`src/rtl/exp_range_reduction_if.sv`:
```
// ---------------------------------------------------------------------------
// exp_range_reduction_if
// Handshake bundle for the exp range-reduction stage.
//   Input stream : x (signed Q5.11), in_valid, in_ready
//   Output stream: z (signed Q2.14), k (signed int), out_valid, out_ready
// Modports:
//   master - the environment side: drives x/in_valid/out_ready, sees results
//   slave  - the reduction block itself
// ---------------------------------------------------------------------------
interface exp_range_reduction_if #(
    parameter int IN_W  = 16,
    parameter int NUM_W = 16,
    parameter int K_W   = 6
);
    logic [IN_W-1:0]  x;
    logic             in_valid;
    logic             in_ready;
    logic [NUM_W-1:0] z;
    logic [K_W-1:0]   k;
    logic             out_valid;
    logic             out_ready;

    modport master (
        output x,
        output in_valid,
        input  in_ready,
        input  z,
        input  k,
        input  out_valid,
        output out_ready
    );

    modport slave (
        input  x,
        input  in_valid,
        output in_ready,
        output z,
        output k,
        output out_valid,
        input  out_ready
    );
endinterface

```
`src/rtl/exp_range_reduction.sv`:
```
// ---------------------------------------------------------------------------
// exp_range_reduction
// Splits a signed diode exponent argument x into x = k*ln2 + r, |r| <= ln2/2,
// one ln2 add/subtract per clock. r goes to the hyperbolic exp CORDIC as z0
// (signed Q2.14); k goes to the downstream 2^k rescale.
// Ports:
//   clk   - clock, rising edge
//   rstn  - asynchronous active-low reset
//   bus   - slave view of exp_range_reduction_if
//           x (Q5.11) / in_valid / in_ready   : argument input stream
//           z (Q2.14) / k / out_valid / out_ready : result output stream
//
// state  | meaning
// -------+-------------------------------------------------------------
// IDLE   | in_ready high, waiting for an argument
// REDUCE | stepping acc toward [-ln2/2, ln2/2], counting steps in kcnt
// DONE   | result presented, out_valid held until consumed
// ---------------------------------------------------------------------------
module exp_range_reduction (
    input  logic                  clk,
    input  logic                  rstn,
    exp_range_reduction_if.slave  bus
);
    localparam int IN_W  = 16;
    localparam int NUM_W = 16;
    localparam int K_W   = 6;
    localparam int ACC_W = 20;

    localparam logic signed [ACC_W-1:0] LN2      = 20'sd11357;
    localparam logic signed [ACC_W-1:0] HALF_LN2 = 20'sd5678;
    localparam logic signed [ACC_W-1:0] NEG_HALF = -20'sd5678;

    typedef enum logic [1:0] {
        IDLE   = 2'd0,
        REDUCE = 2'd1,
        DONE   = 2'd2
    } state_t;

    state_t                  state_q,     state_d;
    logic signed [ACC_W-1:0] acc_q,       acc_d;
    logic signed [K_W-1:0]   kcnt_q,      kcnt_d;
    logic [NUM_W-1:0]        z_q,         z_d;
    logic [K_W-1:0]          k_q,         k_d;
    logic                    in_ready_q,  in_ready_d;
    logic                    out_valid_q, out_valid_d;

    // Q5.11 -> Q5.14: sign-extend to ACC_W and append three fraction bits.
    logic signed [ACC_W-1:0] x_ext;
    assign x_ext = {{(ACC_W-IN_W-3){bus.x[IN_W-1]}}, bus.x, 3'b000};

    always_ff @(posedge clk or negedge rstn) begin
        if (!rstn) begin
            state_q     <= IDLE;
            acc_q       <= '0;
            kcnt_q      <= '0;
            z_q         <= '0;
            k_q         <= '0;
            in_ready_q  <= 1'b1;
            out_valid_q <= 1'b0;
        end else begin
            state_q     <= state_d;
            acc_q       <= acc_d;
            kcnt_q      <= kcnt_d;
            z_q         <= z_d;
            k_q         <= k_d;
            in_ready_q  <= in_ready_d;
            out_valid_q <= out_valid_d;
        end
    end

    always_comb begin
        state_d     = state_q;
        acc_d       = acc_q;
        kcnt_d      = kcnt_q;
        z_d         = z_q;
        k_d         = k_q;
        in_ready_d  = in_ready_q;
        out_valid_d = out_valid_q;

        unique case (state_q)
            IDLE: begin
                if (bus.in_valid && in_ready_q) begin
                    acc_d      = x_ext;
                    kcnt_d     = '0;
                    in_ready_d = 1'b0;
                    state_d    = REDUCE;
                end
            end
            REDUCE: begin
                if (acc_q > HALF_LN2) begin
                    acc_d  = acc_q - LN2;
                    kcnt_d = kcnt_q + 6'sd1;
                end else if (acc_q < NEG_HALF) begin
                    acc_d  = acc_q + LN2;
                    kcnt_d = kcnt_q - 6'sd1;
                end else begin
                    // |acc| <= 5678 here, so the low 16 bits are the exact Q2.14 value.
                    z_d         = acc_q[NUM_W-1:0];
                    k_d         = kcnt_q;
                    out_valid_d = 1'b1;
                    state_d     = DONE;
                end
            end
            DONE: begin
                // in_ready returns one edge after the output handshake, never
                // in the same cycle as out_valid.
                if (out_valid_q && bus.out_ready) begin
                    out_valid_d = 1'b0;
                    in_ready_d  = 1'b1;
                    state_d     = IDLE;
                end
            end
            default: begin
                state_d     = IDLE;
                in_ready_d  = 1'b1;
                out_valid_d = 1'b0;
            end
        endcase
    end

    assign bus.in_ready  = in_ready_q;
    assign bus.out_valid = out_valid_q;
    assign bus.z         = z_q;
    assign bus.k         = k_q;
endmodule

```
`src/flat_wrapper.sv`:
```
// flat-port wrapper written by rule: the top's interface ports become plain ports
module exp_range_reduction_flat 
  (clk, rstn, bus_x, bus_in_valid, bus_in_ready, bus_z, bus_k, bus_out_valid, bus_out_ready);
  exp_range_reduction_if #(.IN_W(16), .NUM_W(16), .K_W(6)) bus_i ();
  input  logic clk;
  input  logic rstn;
  input wire logic [$bits(bus_i.x)-1:0] bus_x;
  input wire logic [$bits(bus_i.in_valid)-1:0] bus_in_valid;
  output wire logic [$bits(bus_i.in_ready)-1:0] bus_in_ready;
  output wire logic [$bits(bus_i.z)-1:0] bus_z;
  output wire logic [$bits(bus_i.k)-1:0] bus_k;
  output wire logic [$bits(bus_i.out_valid)-1:0] bus_out_valid;
  input wire logic [$bits(bus_i.out_ready)-1:0] bus_out_ready;
  assign bus_i.x = bus_x;
  assign bus_i.in_valid = bus_in_valid;
  assign bus_in_ready = bus_i.in_ready;
  assign bus_z = bus_i.z;
  assign bus_k = bus_i.k;
  assign bus_out_valid = bus_i.out_valid;
  assign bus_i.out_ready = bus_out_ready;
  exp_range_reduction u_core (.clk(clk), .rstn(rstn), .bus(bus_i));
endmodule
```
`config.mk`:
```
export PLATFORM = sky130hd
export DESIGN_NAME = exp_range_reduction_flat
export DESIGN_NICKNAME = d
export VERILOG_FILES = /design/src/rtl/exp_range_reduction_if.sv /design/src/rtl/exp_range_reduction.sv /design/src/flat_wrapper.sv
export SDC_FILE = /design/constraint.sdc
export NUM_CORES = 1
export LEC_CHECK = 0
export BUFFER_PORTS_ARGS = -buffer_cell sky130_fd_sc_hd__clkbuf_2
export CAP_MARGIN = 10
export CORE_MARGIN = 2
export CORE_UTILIZATION = 60
export CTS_CLUSTER_DIAMETER = 120
export CTS_CLUSTER_SIZE = 10
export DETAILED_ROUTE_END_ITERATION = 7
export PLACE_DENSITY_LB_ADDON = 0.25
export SYNTH_ARGS = -nofsm -noshare
export SYNTH_HDL_FRONTEND = slang
export SYNTH_SLANG_ARGS = --single-unit
```
`constraint.sdc`:
```
create_clock -name clk -period 12.4 [get_ports clk]
set_input_delay 0 -clock clk [delete_from_list [all_inputs] [get_ports clk]]
set_output_delay 0 -clock clk [all_outputs]
set_load 0.01 [all_outputs]
```
==> results of run 1 <==
==> metrics by stage <==
step | instance area (um2) | util [%] | hold WS (ns) | instances | setup slack [ns]
floorplan | 3450 | - | -0.296 | 374 | 7.57
global placement | 3680 | 66.4 | 0.151 | 475 | 8.09
detailed placement | 3680 | 66.4 | 0.163 | 475 | 7.99
CTS | 3900 | 70.3 | 0.0122 | 496 | 7.96
global route | 3900 | 70.3 | 0.0281 | 496 | 7.72
finish | 3900 | 70.3 | 0.0179 | 496 | 7.93
==> layout by cell type (no fill, tap or decap), drive strengths merged, types with 4 or more instances in the layout <==
cell	n
o211ai	8
dlygate4sd3	13
dfrtp	51
nand4	5
or3	4
a31oi	14
a211o	5
o31ai	4
a21oi	30
nand3	17
xor2	7
xnor2	6
clkbuf	48
o21ai	23
mux2	19
nand2	38
o21a	4
inv	11
ha	23
mux2i	7
nor2	28
a21o	5
nor3	7
and3	7
==> registers in the layout, summed over array words and instances (netlist names) <==
name / flops
u_core.bus.k: 6
u_core.kcnt_q: 6
u_core.bus.z: 16
u_core.bus.in_ready: 1
u_core.bus.out_valid: 1
u_core.acc_q: 20
u_core.state_q: 2
==> worst max-delay path, cell delays in order (launching register included) <==
cell	delay, ns
dfrtp_1	0.45
or4_1	0.57
or4_4	0.57
a31oi_1	0.17
buf_4	0.26
inv_1	0.27
ha_1	0.46
a211o_1	0.33
or3_1	0.35
a31oi_1	0.31
o31ai_1	0.12
a221o_1	0.35
a31oi_1	0.17
==> routing by layer <==
metal  global-route usage, %  part of all wire, %  up-vias
met4                    9.83                  2.1        0
met5                       0                    0        -
li1                        -                    -     1481
met2                    45.8                   49       91
met1                    34.8                   44     1455
met3                    3.85                  4.7       15
==> area by class of cell <==
| cell class | instances | area [um2] | area share [%] |
|---|---|---|---|
| multi-input cells | 295 | 2010 | 51.5 |
| flip-flops and latches | 52 | 1300 | 33.4 |
| repair buffers | 58 | 360 | 9.25 |
| well taps | 72 | 90.1 | 2.31 |
| clock buffers | 5 | 68.8 | 1.77 |
| inverters | 11 | 46.3 | 1.19 |
| clock inverters | 3 | 21.3 | 0.546 |
==> how the worst max path moves through the flow <==
stage,start,end,cells after the start
after detailed placement,u_core.acc_q[11]$_DFFE_PN0P_,u_core.acc_q[15]$_DFFE_PN0P_,12
final,u_core.acc_q[11]$_DFFE_PN0P_,u_core.acc_q[15]$_DFFE_PN0P_,12
after global placement,u_core.acc_q[11]$_DFFE_PN0P_,u_core.acc_q[15]$_DFFE_PN0P_,12
after CTS,u_core.acc_q[11]$_DFFE_PN0P_,u_core.acc_q[15]$_DFFE_PN0P_,12
after floorplan,u_core.acc_q[11]$_DFFE_PN0P_,u_core.acc_q[15]$_DFFE_PN0P_,12
after global routing,u_core.acc_q[11]$_DFFE_PN0P_,u_core.acc_q[15]$_DFFE_PN0P_,12
==> repair_timing <==
| action | 4_1_cts | 5_1_grt |
|---|---|---|
| hold buffers | 13 | 0 |
| endpoints found under the hold margin | 63 | 0 |
| resized for setup | 0 | 0 |
==> kinds of logic after synthesis <==
logic type	share of synthesized area [%]
compound gates	19.7
xor+xnor	3.30
fa+ha+maj	9.51
buf+inv	3.99
flops	37.8
mux	8.24
simple gates	17.5
==> impl_metrics.yaml, run 1 <==
global_routing:
  grt_overflow: 0
  grt_antenna_before_repair: 0
  grt_pass1_vias: 2899
  grt_max_degree: 53
  grtUsageTotal_pct: 26.9
  grt_pass1_wl_um: 13500
timing:
  skew_ns: 0.00862
  hold_viol_final: 0
  relSlewSlack_pct: 31.4
  slew_violations: 0
  rsz0062_at_grt: "no"
  period_minus_slack_ns: 4.47
  fin_tns_setup_ns: 0
  period_share_pct: 36.0
  setup_viol: 0
  fmax_ghz: 0.224
  worst_slew_pin_slew_ns: 1.03
die:
  die_y_um: 79.8
  rows: 27
  core-area_um2: 5540
  io_pins: 44
  start_util_pct: 62.2
  die_w_um: 79.8
  die_area_um2: 6370
logic_synthesis:
  ys_warn_count: 0
  synth_top_flop_cell: "dfrtp_1"
  ys_seq_area_share_pct: 37.8
  yosysMostFrequentCell: "dfrtp_1"
  netlist.area_leader.share_pct: 37.0
  synth_area_per_cell_um2: 9.22
  synth_area_leaders: "dfrtp_1 37%, ha_1 8.3%, mux2_2 6.2%"
  synth_cell_types: 53
  ys_seq_elements: 52
  synthTopCellsByCount: "51 x dfrtp_1, 38 x nand2_1, 30 x a21oi_1"
  synth_edf_count: 0
  synthCells: 374
  netlist_area_um2: 3450
  synth_nets: 419
  async_flop_share_pct: 100
  yosys.area.top_type: "dfrtp_1"
final_layout:
  syn_to_final_growth_pct: 13.0
  nNetsFinal: 468
  nFillCells: 456
  antennaDiodeCount: 0
  drive_gt1_share_pct: 18.6
cts:
  htree_levels: 2
  clockRootBuffer: "clkbuf_8"
  cts_tree: "done"
  clock_latency_ns: 0.32
  cts_inserted_buffers: 5
  cts.sinks: 52
  postCtsSetupRepairBufs: 0
  clock_path_buffers: 2
  cts.reportedPaths.clkPinSlew_ns: 0.10
place:
  routabilityCongestion: 0.983
  io_buffer_count: 43
  dpl.hpwl_um: 5780
worst_setup_path:
  worst-setup-path-type: "reg -> reg"
  cp.arrival_ns: 4.70
  reg2reg_depth: 12
  cp.required_ns: 12.63
  reg2reg_slack_ns: 7.93
  worst_setup_path_end_kind: "flip-flop"
  rr_endpoint: "u_core.acc_q[15]$_DFFE_PN0P_"
  rr_startpoint: "u_core.acc_q[11]$_DFFE_PN0P_"
  start_kind: "flip-flop"
  path_max_fanout: 15
outcome:
  outcome: "completed"
flow_run:
  maxCapViolations: 0
route:
  drt_wl_total_um: 7970
  wire_per_inst_um: 16.1
  drt_iter0_drc: 155
  drt_pass1_iterations: 4
  drt-vias-per-instance: 6.13
  ant_nets: 0
  vias: 3042
  drc_errors: 0
min_path:
  hp-start: "bus_x[11]"
  hold_end: "u_core.acc_q[14]$_DFFE_PN0P_"
  hold_path.class: "in -> reg"
  hold_depth: 3
Power of run 1 is left out: the tool's default activity adds up to more than one toggle a clock period on the data nets, which glitch-free logic cannot reach.
==> run 2: changes to the inputs <==
Settings changed: CORE_UTILIZATION 60 to 53.
Clock period 12.4 ns to 3.9 ns, I/O delays scaled along.
==> impl_metrics.yaml, run 2 (synthesis gave the netlist of run 1 again) <==
outcome:
  outcome: "completed"
cts:
  htree_levels: 2
  cts.reportedPaths.clkPinSlew_ns: 0.11
  cts.sinks: 52
  clockRootBuffer: "clkbuf_8"
  clock_path_buffers: 2
  cts_inserted_buffers: 5
  clock_latency_ns: 0.32
  cts_tree: "done"
die:
  rows: 29
  io_pins: 44
  die_w_um: 84.7
  die_area_um2: 7170
  die_y_um: 84.7
  core-area_um2: 6310
  start_util_pct: 54.6
route:
  drt_pass1_iterations: 4
  drt-vias-per-instance: 5.99
  drc_errors: 0
  wire_per_inst_um: 16.5
  vias: 3059
  drt_wl_total_um: 8410
  drt_iter0_drc: 159
  ant_nets: 0
timing:
  slew_violations: 0
  hold_viol_final: 0
  worst_slew_pin_slew_ns: 0.853
  period_share_pct: 95.9
  skew_ns: 0.0151
  fin_tns_setup_ns: 0
  rsz0062_at_grt: "no"
  whs_ns: 0.00759
  period_minus_slack_ns: 3.74
  setup_viol: 0
  relSlewSlack_pct: 43.0
  fmax_ghz: 0.267
min_path:
  hold_path.class: "in -> reg"
final_layout:
  regArea_um2: 1300
  fin_util_pct: 64.0
  stdcell_area_um2: 4040
  multiInputGateArea_um2: 2060
  drive_gt1_share_pct: 21.9
  nNetsFinal: 478
  antennaDiodeCount: 0
  largest_reg_flops: 20
  syn_to_final_growth_pct: 17.2
  layout_common_cells: "51 x dfrtp_1, 43 x clkbuf_2, 38 x nand2_1, 28 x nor2_1, 28 x a21oi_1"
  layout_commonest_cell: "dfrtp_1"
  regMostFlops: "u_core.acc_q"
  nFillCells: 537
place:
  io_buffer_count: 43
  routabilityCongestion: 0.857
  dpl.hpwl_um: 6110
  post_dp_cell_area_um2: 3780
global_routing:
  grt_pass1_wl_um: 13800
  grt_max_degree: 53
  grtUsageTotal_pct: 23.9
  grt_antenna_before_repair: 0
  grt_pass1_vias: 2939
  grt_overflow: 0
worst_setup_path:
  worst-setup-path-type: "reg -> reg"
  crit_chain: "or4_1, or4_4, a31oi_4, inv_4, ha_1, a211o_1, or3_1, a31oi_4, o31ai_1, a221o_1, a31oi_1"
  cp.arrival_ns: 3.99
  cp.required_ns: 4.15
  critPathMaxStageDelay_ns: 0.57
  path_max_fanout: 12
  worst_setup_path_end_kind: "flip-flop"
  cp_slowest_cell: "or4_1"
  start_kind: "flip-flop"
  crit_path_frequent_cell: "a31oi_4"
flow_run:
  maxCapViolations: 0
[run 2: changes by cell type in the layout (fill, tap and decap cells not counted), moves of 2 or more]
cell,before,now
a21oi_2,0,2
a31oi_4,0,2
a31oi_1,14,12
buf_4,2,11
a21oi_1,30,28
[run 2: metrics by stage]
| stage | instances | setup slack [ns] |
|---|---|---|
| final | 511 | 0.159 |
| after floorplan | 374 | 0.0126 |
| after CTS | 511 | 0.176 |
| after global routing | 511 | 0.00598 |
| after global placement | 490 | 0.268 |
| after detailed placement | 490 | 0.196 |
[run 2: routing by layer]
| layer | share of wire (%) | global-route usage [%] | routed length [um] |
|---|---|---|---|
| met4 | 1.8 | 8.51 | 150 |
| met2 | 50 | 41.9 | 4180 |
| met3 | 4.0 | 3.15 | 336 |
| met5 | 0 | 0 | 0 |
| met1 | 44 | 30.2 | 3740 |
[run 2: path summary, 6_finish.rpt]
kind	cells past startpoint	slack [ns]	endpoint	startpoint
setup / recovery	11	0.16	u_core.acc_q[15]$_DFFE_PN0P_	u_core.acc_q[8]$_DFFE_PN0P_
hold reg to reg	2	0.49	u_core.bus.z[12]$_DFFE_PN0P_	u_core.bus.z[12]$_DFFE_PN0P_
max in group asynchronous	3	3.13	u_core.bus.k[5]$_DFFE_PN0P_	rstn
min in group asynchronous	3	0.32	u_core.kcnt_q[4]$_DFFE_PN0P_	rstn
setup reg to reg	11	0.16	u_core.acc_q[15]$_DFFE_PN0P_	u_core.acc_q[8]$_DFFE_PN0P_
hold / removal	3	0.008	u_core.acc_q[11]$_DFFE_PN0P_	bus_x[8]
[run 2: area by class of cell]
cell class / count / area share [%]
clock buffers: 5 / 1.70
clock inverters: 3 / 0.681
inverters: 11 / 1.21
multi-input cells: 295 / 50.9
flip-flops and latches: 52 / 32.2
well taps: 77 / 2.38
repair buffers: 68 / 10.9
[run 2: repair_timing]
item / CTS / global route
setup endpoints to repair: 0 / 2
resized for setup: 0 / 6
endpoints found under the hold margin: 64 / 0
setup buffers: 0 / 0
hold buffers: 13 / 0
[run 2: worst max-delay path: cells and delay by family, from the launching register on]
kind	cells	cell delay (ns)
AO/OA/AOI/OAI	6	1.35
adder cells (fa/ha/maj)	1	0.31
buffers and inverters	1	0.13
flip-flops	1	0.44
AND/OR/NAND/NOR	3	1.45
Power of run 2 is left out for the same reason.
